--- config.mk ---
export PLATFORM = sky130hd
export DESIGN_NAME = cvmcu_dbg_req_arb
export DESIGN_NICKNAME = d
export VERILOG_FILES = /design/src/rtl/cvmcu_dbg_req_arb.sv
export SDC_FILE = /design/constraint.sdc
export NUM_CORES = 1
export LEC_CHECK = 0
export ABC_AREA = 0
export BUFFER_PORTS_ARGS = -buffer_cell sky130_fd_sc_hd__buf_4
export CAP_MARGIN = 10
export CELL_PAD_IN_SITES_DETAIL_PLACEMENT = 1
export CELL_PAD_IN_SITES_GLOBAL_PLACEMENT = 1
export CORE_MARGIN = 10
export CORE_UTILIZATION = 30
export DETAILED_ROUTE_END_ITERATION = 10
export PLACE_DENSITY = 0.65
export SYNTH_ARGS = -nofsm -noshare
export SYNTH_HDL_FRONTEND = slang
export SYNTH_SLANG_ARGS = --single-unit
--- constraint.sdc ---
create_clock -name clk -period 2.4 [get_ports clk]
set_input_delay 0.12 -clock clk [delete_from_list [all_inputs] [get_ports clk]]
set_output_delay 0.12 -clock clk [all_outputs]
set_load 0.02 [all_outputs]
--- src/rtl/cvmcu_dbg_req_arb.sv ---
`default_nettype none
// ============================================================================
// Module   : cvmcu_dbg_req_arb
// Purpose  : Round-robin arbiter that owns one debug-halt session with the core.
// Revision : 1.0 - initial release
// ============================================================================
module cvmcu_dbg_req_arb #(
  parameter int unsigned NUM_REQ     = 3,
  parameter int unsigned TIMEOUT_CYC = 1024
) (
  input  logic               clk,
  input  logic               reset,
  input  logic [NUM_REQ-1:0] req_i,
  input  logic               stoptimer_en_i,
  input  logic               core_halted_i,
  output logic               debug_req_o,
  output logic               stoptimer_o,
  output logic [NUM_REQ-1:0] grant_o,
  output logic               timeout_o,
  output logic               busy_o
);

  localparam int unsigned   PW       = $clog2(NUM_REQ);
  localparam int unsigned   CW       = $clog2(TIMEOUT_CYC + 1);
  localparam logic [PW:0]   NREQ_W   = (PW + 1)'(NUM_REQ);
  localparam logic [CW-1:0] CNT_LAST = CW'(TIMEOUT_CYC - 1);
  localparam logic [CW-1:0] CNT_MAX  = {CW{1'b1}};

  typedef enum logic [1:0] {
    ST_IDLE    = 2'd0,
    ST_REQ     = 2'd1,
    ST_HALTED  = 2'd2,
    ST_RELEASE = 2'd3
  } state_e;

  state_e             state_q, state_d;
  logic [PW-1:0]      ptr_q, ptr_d;
  logic [CW-1:0]      cnt_q, cnt_d;
  logic [NUM_REQ-1:0] grant_q, grant_d;
  logic               timeout_d;
  logic               debug_req_q, stoptimer_q, timeout_q, busy_q;

  logic [2*NUM_REQ-1:0] req_dbl;
  logic [NUM_REQ-1:0]   req_rot;
  logic                 pick_vld;
  logic [PW-1:0]        pick_off, pick_idx, nxt_ptr;
  logic [PW:0]          sum_idx, sum_nxt;
  logic                 own_req;

  // Rotate so bit 0 is the first index to search (ptr_q always holds last owner + 1).
  assign req_dbl = {req_i, req_i};
  assign req_rot = NUM_REQ'(req_dbl >> ptr_q);
  assign own_req = |(req_i & grant_q);

  always_comb begin
    pick_vld = 1'b0;
    pick_off = '0;
    for (int i = 0; i < NUM_REQ; i++) begin
      if (!pick_vld && req_rot[i]) begin
        pick_vld = 1'b1;
        pick_off = PW'(i);
      end
    end
    sum_idx = {1'b0, ptr_q} + {1'b0, pick_off};
    if (sum_idx >= NREQ_W) begin
      sum_idx = sum_idx - NREQ_W;
    end
    pick_idx = sum_idx[PW-1:0];
    sum_nxt  = {1'b0, pick_idx} + {{PW{1'b0}}, 1'b1};
    if (sum_nxt >= NREQ_W) begin
      sum_nxt = '0;
    end
    nxt_ptr = sum_nxt[PW-1:0];
  end

  always_comb begin
    state_d   = state_q;
    cnt_d     = cnt_q;
    ptr_d     = ptr_q;
    grant_d   = grant_q;
    timeout_d = 1'b0;
    case (state_q)
      ST_IDLE: begin
        grant_d = '0;
        if (pick_vld) begin
          state_d = ST_REQ;
          cnt_d   = '0;
          ptr_d   = nxt_ptr;
          grant_d = {{(NUM_REQ-1){1'b0}}, 1'b1} << pick_idx;
        end
      end
      ST_REQ: begin
        // Halt acknowledge beats an owner drop, which in turn beats the timeout.
        if (core_halted_i) begin
          state_d = ST_HALTED;
        end else if (!own_req) begin
          state_d = ST_IDLE;
        end else if (cnt_q == CNT_LAST) begin
          state_d   = ST_IDLE;
          timeout_d = 1'b1;
        end else if (cnt_q != CNT_MAX) begin
          cnt_d = cnt_q + 1'b1;
        end
      end
      ST_HALTED: begin
        if (!core_halted_i) begin
          state_d = ST_IDLE;
        end else if (!own_req) begin
          state_d = ST_RELEASE;
        end
      end
      ST_RELEASE: begin
        if (!core_halted_i) begin
          state_d = ST_IDLE;
        end
      end
      default: state_d = ST_IDLE;
    endcase
    if (state_d == ST_IDLE) begin
      grant_d = '0;
    end
  end

  always_ff @(posedge clk) begin
    if (reset) begin
      state_q     <= ST_IDLE;
      ptr_q       <= '0;
      cnt_q       <= '0;
      grant_q     <= '0;
      debug_req_q <= 1'b0;
      stoptimer_q <= 1'b0;
      timeout_q   <= 1'b0;
      busy_q      <= 1'b0;
    end else begin
      state_q     <= state_d;
      ptr_q       <= ptr_d;
      cnt_q       <= cnt_d;
      grant_q     <= grant_d;
      debug_req_q <= (state_d == ST_REQ);
      stoptimer_q <= ((state_d == ST_HALTED) || (state_d == ST_RELEASE)) && stoptimer_en_i;
      timeout_q   <= timeout_d;
      busy_q      <= (state_d != ST_IDLE);
    end
  end

  assign debug_req_o = debug_req_q;
  assign stoptimer_o = stoptimer_q;
  assign grant_o     = grant_q;
  assign timeout_o   = timeout_q;
  assign busy_o      = busy_q;

endmodule
`default_nettype wire

Word-level counts from Yosys, hierarchy flattened:

Index checks and enable logic that the tools add are counted.

* $add $sub $neg: 4
* $lt $le $gt $ge: 2
* equality and inequality tests: 13
* shifts and indexed selects: 2
* multiplexer cells: 23
* bitwise logic cells: 3
* reductions and logical operators: 15

Operators with widths (count)
* two-way mux 11 bit: 5
* case mux 11 bit (2 select lines): 1
* two-way mux 2 bit: 10
* adder 11 x 1 -> 11 bit, second input constant: 1
* equality test 11 x 10 -> 1 bit, second input constant: 1
* != test 11 bit, second input constant: 1
* != test 2 bit, second input constant: 5
* equality test 2 bit, second input constant: 4
* case mux 2 bit (4 select lines): 1
* >= comparator 3 x 2 -> 1 bit, second input constant: 2
* AND reduction 6 bit: 1
* >> shifter 6 x 2 -> 3 bit: 1
* two-way mux 1 bit: 5
* equality test 2 x 1 -> 1 bit, second input constant: 2
* zero test 2 bit: 2
* nonzero test 2 bit: 2
* OR reduction 4 bit: 1
* adder 2 x 1 -> 3 bit, second input constant: 1
* adder 2 x 2 -> 3 bit: 1
* AND 3 bit: 1
* logical AND 1 bit: 3
* two-way mux 3 bit: 1
* OR reduction 3 bit: 1
* << shifter 1 x 2 -> 3 bit, first input constant: 1
* other kinds (6): 8

* register bits after elaboration: 22
* input bits: 7
* logic and storage cells: 70

Depth between registers and ports, before layout:

* word-level depth: 14
* depth in mapped cells: 13
* mapped depth without buffers: 13

Least setup slack after synthesis:

OpenSTA, ideal clock, no wires.

* kind: register to register
* from: register ptr_q[0]
* to: register grant_q[2], in the netlist grant_o[2]
* setup time: 70 ps
* arrival: 2276 ps
* data required time: 2330 ps
* setup slack: 54 ps
* cell stages (with the launch flop): 13
* period minus slack after synthesis: 2346 ps
* cell sequence: dfxtp_1 -> and3b_1 -> o21ai_0 -> o21ai_0 -> ha_1 -> inv_1 -> fa_1 -> inv_1 -> ha_1 -> nand2b_1 -> o21ai_0 -> or3_1 -> a21oi_1

* cells in the longest elaborated chain, start to end: 13

RTL lines
* start: declaration: RTL line 37 `logic [PW-1:0] ptr_q, ptr_d;`
* start signal: assignment: RTL line 136 `ptr_q <= ptr_d;`
* >> shifter 6 x 2 -> 3 bit: RTL line 52 `assign req_rot = NUM_REQ'(req_dbl >> ptr_q);`
* two-way mux 1 bit: RTL line 59 `if (!pick_vld && req_rot[i]) begin`
* zero test 1 bit: RTL line 59
* logical AND 1 bit: RTL line 59
* two-way mux 1 bit: RTL line 59
* zero test 1 bit: RTL line 59
* logical AND 1 bit: RTL line 59
* two-way mux 2 bit: RTL line 59
* adder 2 x 2 -> 3 bit: RTL line 64 `sum_idx = {1'b0, ptr_q} + {1'b0, pick_off};`
* >= comparator 3 x 2 -> 1 bit or subtractor 2 bit (tied branches): RTL line 65, 66
* two-way mux 2 bit: RTL line 65 `if (sum_idx >= NREQ_W) begin`
* << shifter 1 x 2 -> 3 bit: RTL line 89 `grant_d = {{(NUM_REQ-1){1'b0}}, 1'b1} << pick_idx;`
* two-way mux 3 bit: RTL line 85 `if (pick_vld) begin`
* end signal: assignment: RTL line 138 `grant_q <= grant_d;`
* end: declaration: RTL line 39 `logic [NUM_REQ-1:0] grant_q, grant_d;`

Several ways; a longest one is shown, not always the timed one.
A chain may end at the register's enable or synchronous reset.

Final worst setup path:

Ends and elaborated chain as after synthesis.

==> metrics.json <==
{
  "path_depth": {"value": 12},
  "antenna_found_initial": {"value": 0},
  "crit_path_cell_chain": {"value": "and3b_1 -> o21ai_1 -> o21ai_1 -> ha_2 -> inv_2 -> fa_1 -> inv_2 -> ha_4 -> nand2b_4 -> o21ai_2 -> or3_4 -> a21oi_2"},
  "detailedPlacementHpwl": {"value": 2321, "unit": "microns"},
  "clk_transition_reported_paths": {"value": 0.07, "unit": "ns"},
  "yosysSeqAreaShare": {"value": 0.3851},
  "port_buffers": {"value": 13},
  "final_cells": {"value": 204},
  "grt.total_usage": {"value": 0.09228},
  "end_kind": {"value": "flop"},
  "ctsRootBufferMaster": {"value": "sky130_fd_sc_hd__clkbuf_8"},
  "setup-violations-final": {"value": 3},
  "fmaxAchievable": {"value": 0.3952, "unit": "GHz"},
  "status": {"value": "complete, but fails checks"},
  "maximum_clock_insertion_buffer_count": {"value": 2},
  "maxCapViolCount": {"value": 0},
  "drive_gt1_frac": {"value": 0.2885},
  "critPathKind": {"value": "flop to flop"},
  "critPathMaxStageDelay": {"value": 0.53, "unit": "ns"},
  "start_util": {"value": 0.3124},
  "die_area": {"value": 0.006681, "unit": "sq mm"},
  "final_nets": {"value": 169},
  "cp_top_family": {"value": "adder cells"},
  "leading_area_contributor_after_synthesis": {"value": "sky130_fd_sc_hd__dfxtp_1"},
  "cp.buffers_inverters": {"value": 2},
  "global_route.overflow_total": {"value": 0},
  "min_tclk_post_route": {"value": 2.530, "unit": "ns"},
  "detail_route.wl_per_cell": {"value": 15.12, "unit": "microns"},
  "gp_congestion": {"value": 0.7557},
  "r2r-start": {"value": "ptr_q[0]"},
  "slew-limit-headroom": {"value": 0.4048},
  "syn_area_per_cell": {"value": 8.409, "unit": "sq um"},
  "failed_checks": {"value": "negative setup slack"},
  "setup.worst_path.start_class": {"value": "flop"},
  "place.detailed.instances": {"value": 200},
  "grt_pass1_vias": {"value": 1109},
  "final_area": {"value": 0.001448, "unit": "sq mm"},
  "timing.reg2reg.setup_slack": {"value": -0.13, "unit": "ns"},
  "layout.core_utilization": {"value": 0.3954},
  "drt_iter0_drc": {"value": 18},
  "min-delay-path-class": {"value": "primary input to flop"},
  "reg2reg_to": {"value": "grant_o[2]"},
  "timing.hold.worst_path_depth": {"value": 2},
  "detail_route.vias_per_cell": {"value": 5.431},
  "finClkSkew": {"value": 0.001139, "unit": "ns"},
  "yosys.cell_count.top_type": {"value": "sky130_fd_sc_hd__dfxtp_1"},
  "antenna-diode-count": {"value": 0},
  "clock_sinks": {"value": 22},
  "timing_max_transition_violations_final": {"value": 0},
  "htreeDepth": {"value": 1},
  "netlist_top_cells_count": {"value": "sky130_fd_sc_hd__dfxtp_1 (22), sky130_fd_sc_hd__a21oi_1 (13), sky130_fd_sc_hd__inv_1 (11), sky130_fd_sc_hd__o21ai_0 (11), sky130_fd_sc_hd__nand2_1 (8)"},
  "postCtsHoldBufs": {"value": 0},
  "power_per_cell_area": {"value": 883.0, "unit": "mW/mm^2"},
  "power.ir.vdd_worst": {"value": 0.3395, "unit": "mV"},
  "synth.distinct_cells": {"value": 41},
  "max_slew.worst_pin.slew": {"value": 0.8928, "unit": "ns"},
  "most_common_flop_cell_mapped_by_yosys": {"value": "sky130_fd_sc_hd__dfxtp_1"},
  "rsz0062_at_grt": {"value": "yes"},
  "later_pin_clock_latency_in_the_skew_report": {"value": 0.26, "unit": "ns"},
  "antenna_left": {"value": 0},
  "first_pass_iters": {"value": 4},
  "placeableCoreArea": {"value": 0.003661, "unit": "sq mm"},
  "drc": {"value": 0},
  "yosys_register_bits": {"value": 22},
  "critical_path_peak_fanout": {"value": 7},
  "timing_hold_violations_final": {"value": 0},
  "timing.critical_path.required": {"value": 2.60, "unit": "ns"},
  "floorplan.io_pins": {"value": 14},
  "min-delay-start": {"value": "stoptimer_en_i"},
  "grt_pass1_wl": {"value": 5119, "unit": "microns"},
  "postSynthCellCount": {"value": 136},
  "synth.top_cells.by_area": {"value": "sky130_fd_sc_hd__dfxtp_1 (39%), sky130_fd_sc_hd__a21oi_1 (5.7%), sky130_fd_sc_hd__o21ai_0 (4.8%)"},
  "placement.cell_area": {"value": 0.001328, "unit": "sq mm"},
  "detail_route.wirelength": {"value": 3085, "unit": "microns"},
  "grt_max_degree": {"value": 12},
  "cp.arrival": {"value": 2.73, "unit": "ns"},
  "yosys_warnings": {"value": 0},
  "routed-via-count": {"value": 1108},
  "reg2reg_depth": {"value": 12},
  "synth_fp_nets": {"value": 147},
  "async_reset_ff_frac": {"value": 0},
  "min_delay_worst_endpoint": {"value": "stoptimer_o"},
  "y_dimension_of_the_die": {"value": 81.74, "unit": "microns"},
  "tritoncts.num_buffers": {"value": 3},
  "crit_slowest_cell": {"value": "sky130_fd_sc_hd__fa_1"},
  "syn_area": {"value": 0.001144, "unit": "sq mm"},
  "postLayoutSetupSlackWorst": {"value": -0.1301, "unit": "ns"},
  "cts_tree": {"value": "yes"},
  "final.period_utilization": {"value": 1.054},
  "area_growth_syn_to_layout": {"value": 26.59, "unit": "%"},
  "rows": {"value": 22},
  "synth.top_cell.area_share": {"value": 0.3851},
  "synth-edff-count": {"value": 0},
  "power.leakage": {"value": 0.5004, "unit": "nW"},
  "timing.hold.ws": {"value": 0.06117, "unit": "ns"},
  "die_width": {"value": 81.74, "unit": "microns"}
}
metal layers:
metal	global-route usage	vias to the layer above	share of wire
met5	0	-	0
met4	0.03401	0	0.0045
met3	0.01856	2	0.037
met2	0.1567	9	0.52
met1	0.1122	546	0.44
li1	-	551	-
cells in the final DEF, fill, tap and decap left out, types with 2 or more instances in the layout:
master,Yosys,routed
sky130_fd_sc_hd__a21oi_1,13,11
sky130_fd_sc_hd__a21oi_2,0,2
sky130_fd_sc_hd__a31oi_1,4,4
sky130_fd_sc_hd__and2_1,2,2
sky130_fd_sc_hd__buf_4,0,18
sky130_fd_sc_hd__clkbuf_8,0,3
sky130_fd_sc_hd__dfxtp_1,22,21
sky130_fd_sc_hd__inv_1,11,9
sky130_fd_sc_hd__inv_2,0,2
sky130_fd_sc_hd__nand2_1,8,8
sky130_fd_sc_hd__nand2b_1,3,2
sky130_fd_sc_hd__nand3_1,4,4
sky130_fd_sc_hd__nor2_1,7,6
sky130_fd_sc_hd__nor3_1,5,4
sky130_fd_sc_hd__nor3b_2,0,2
sky130_fd_sc_hd__o21ai_0,11,7
sky130_fd_sc_hd__o21ai_1,0,3
sky130_fd_sc_hd__o31ai_1,3,3
sky130_fd_sc_hd__o41ai_1,2,2
sky130_fd_sc_hd__or2_2,2,2
sky130_fd_sc_hd__or3_1,4,3
sky130_fd_sc_hd__or4_1,5,5
kinds of logic (layout without fill, tap and decap cells):
group / Yosys count / count (layout) / share of synthesized area
flip-flops: 22 / 22 / 0.3851
AO/OA/AOI/OAI: 42 / 42 / 0.2287
multiplexers: 1 / 1 / 0.008753
buffers and inverters: 12 / 32 / 0.03938
AND/OR/NAND/NOR: 55 / 55 / 0.2878
adder cells (fa/ha/maj): 4 / 4 / 0.05033
registers in the layout, summed over array words and instances (netlist names):
register,flops
state_q,2
stoptimer_o,1
busy_o,1
grant_o,3
timeout_o,1
debug_req_o,1
cnt_q,11
ptr_q,2
worst max-delay path by stage:
stage	startpoint	to	slack, ns
6_report	ptr_q[0]	grant_o[2]	-0.13
3_3_place_gp	ptr_q[0]	grant_o[2]	-0.07
2_1_floorplan	ptr_q[0]	grant_o[2]	0.05
4_1_cts	ptr_q[0]	grant_o[2]	-0.08
3_5_place_dp	ptr_q[0]	grant_o[2]	-0.15
5_1_grt	ptr_q[0]	grant_o[2]	-0.26
report_power, final:
| part | total, W | switching (W) | internal [W] |
|---|---|---|---|
| Combinational | 0.000596 | 0.000315 | 0.000281 |
| Sequential | 0.000461 | 0.0000493 | 0.000412 |
| Clock | 0.000222 | 0.000110 | 0.000112 |
| Total | 0.00128 | 0.000474 | 0.000804 |
timing repair:
item	CTS	global route
endpoints found under the hold margin	0	0
pin swaps	0	11
setup endpoints to repair	5	5
setup buffers	0	1
resized for setup	6	16
layout make-up:
class	instances	area, sq um
Timing Repair Buffer	18	135.1
Multi-Input combinational cell	102	725.7
Sequential cell	22	444.2
Inverter	11	41.29
Tap cell	48	60.06
Fill cell	445	2213
Clock buffer	3	41.29
through the flow:
step	TNS (ns)	setup WS, ns	total power, W
after global placement	-0.07920	-0.07260	0.0008973
after CTS	-0.1260	-0.07604	0.001162
after global routing	-0.8864	-0.2599	0.001371
after floorplan	0	0.05367	0.0007569
after detailed placement	-0.4288	-0.1455	0.0009206
final	-0.2029	-0.1301	0.001278
No activity file was read; power rests on OpenSTA's default activity.
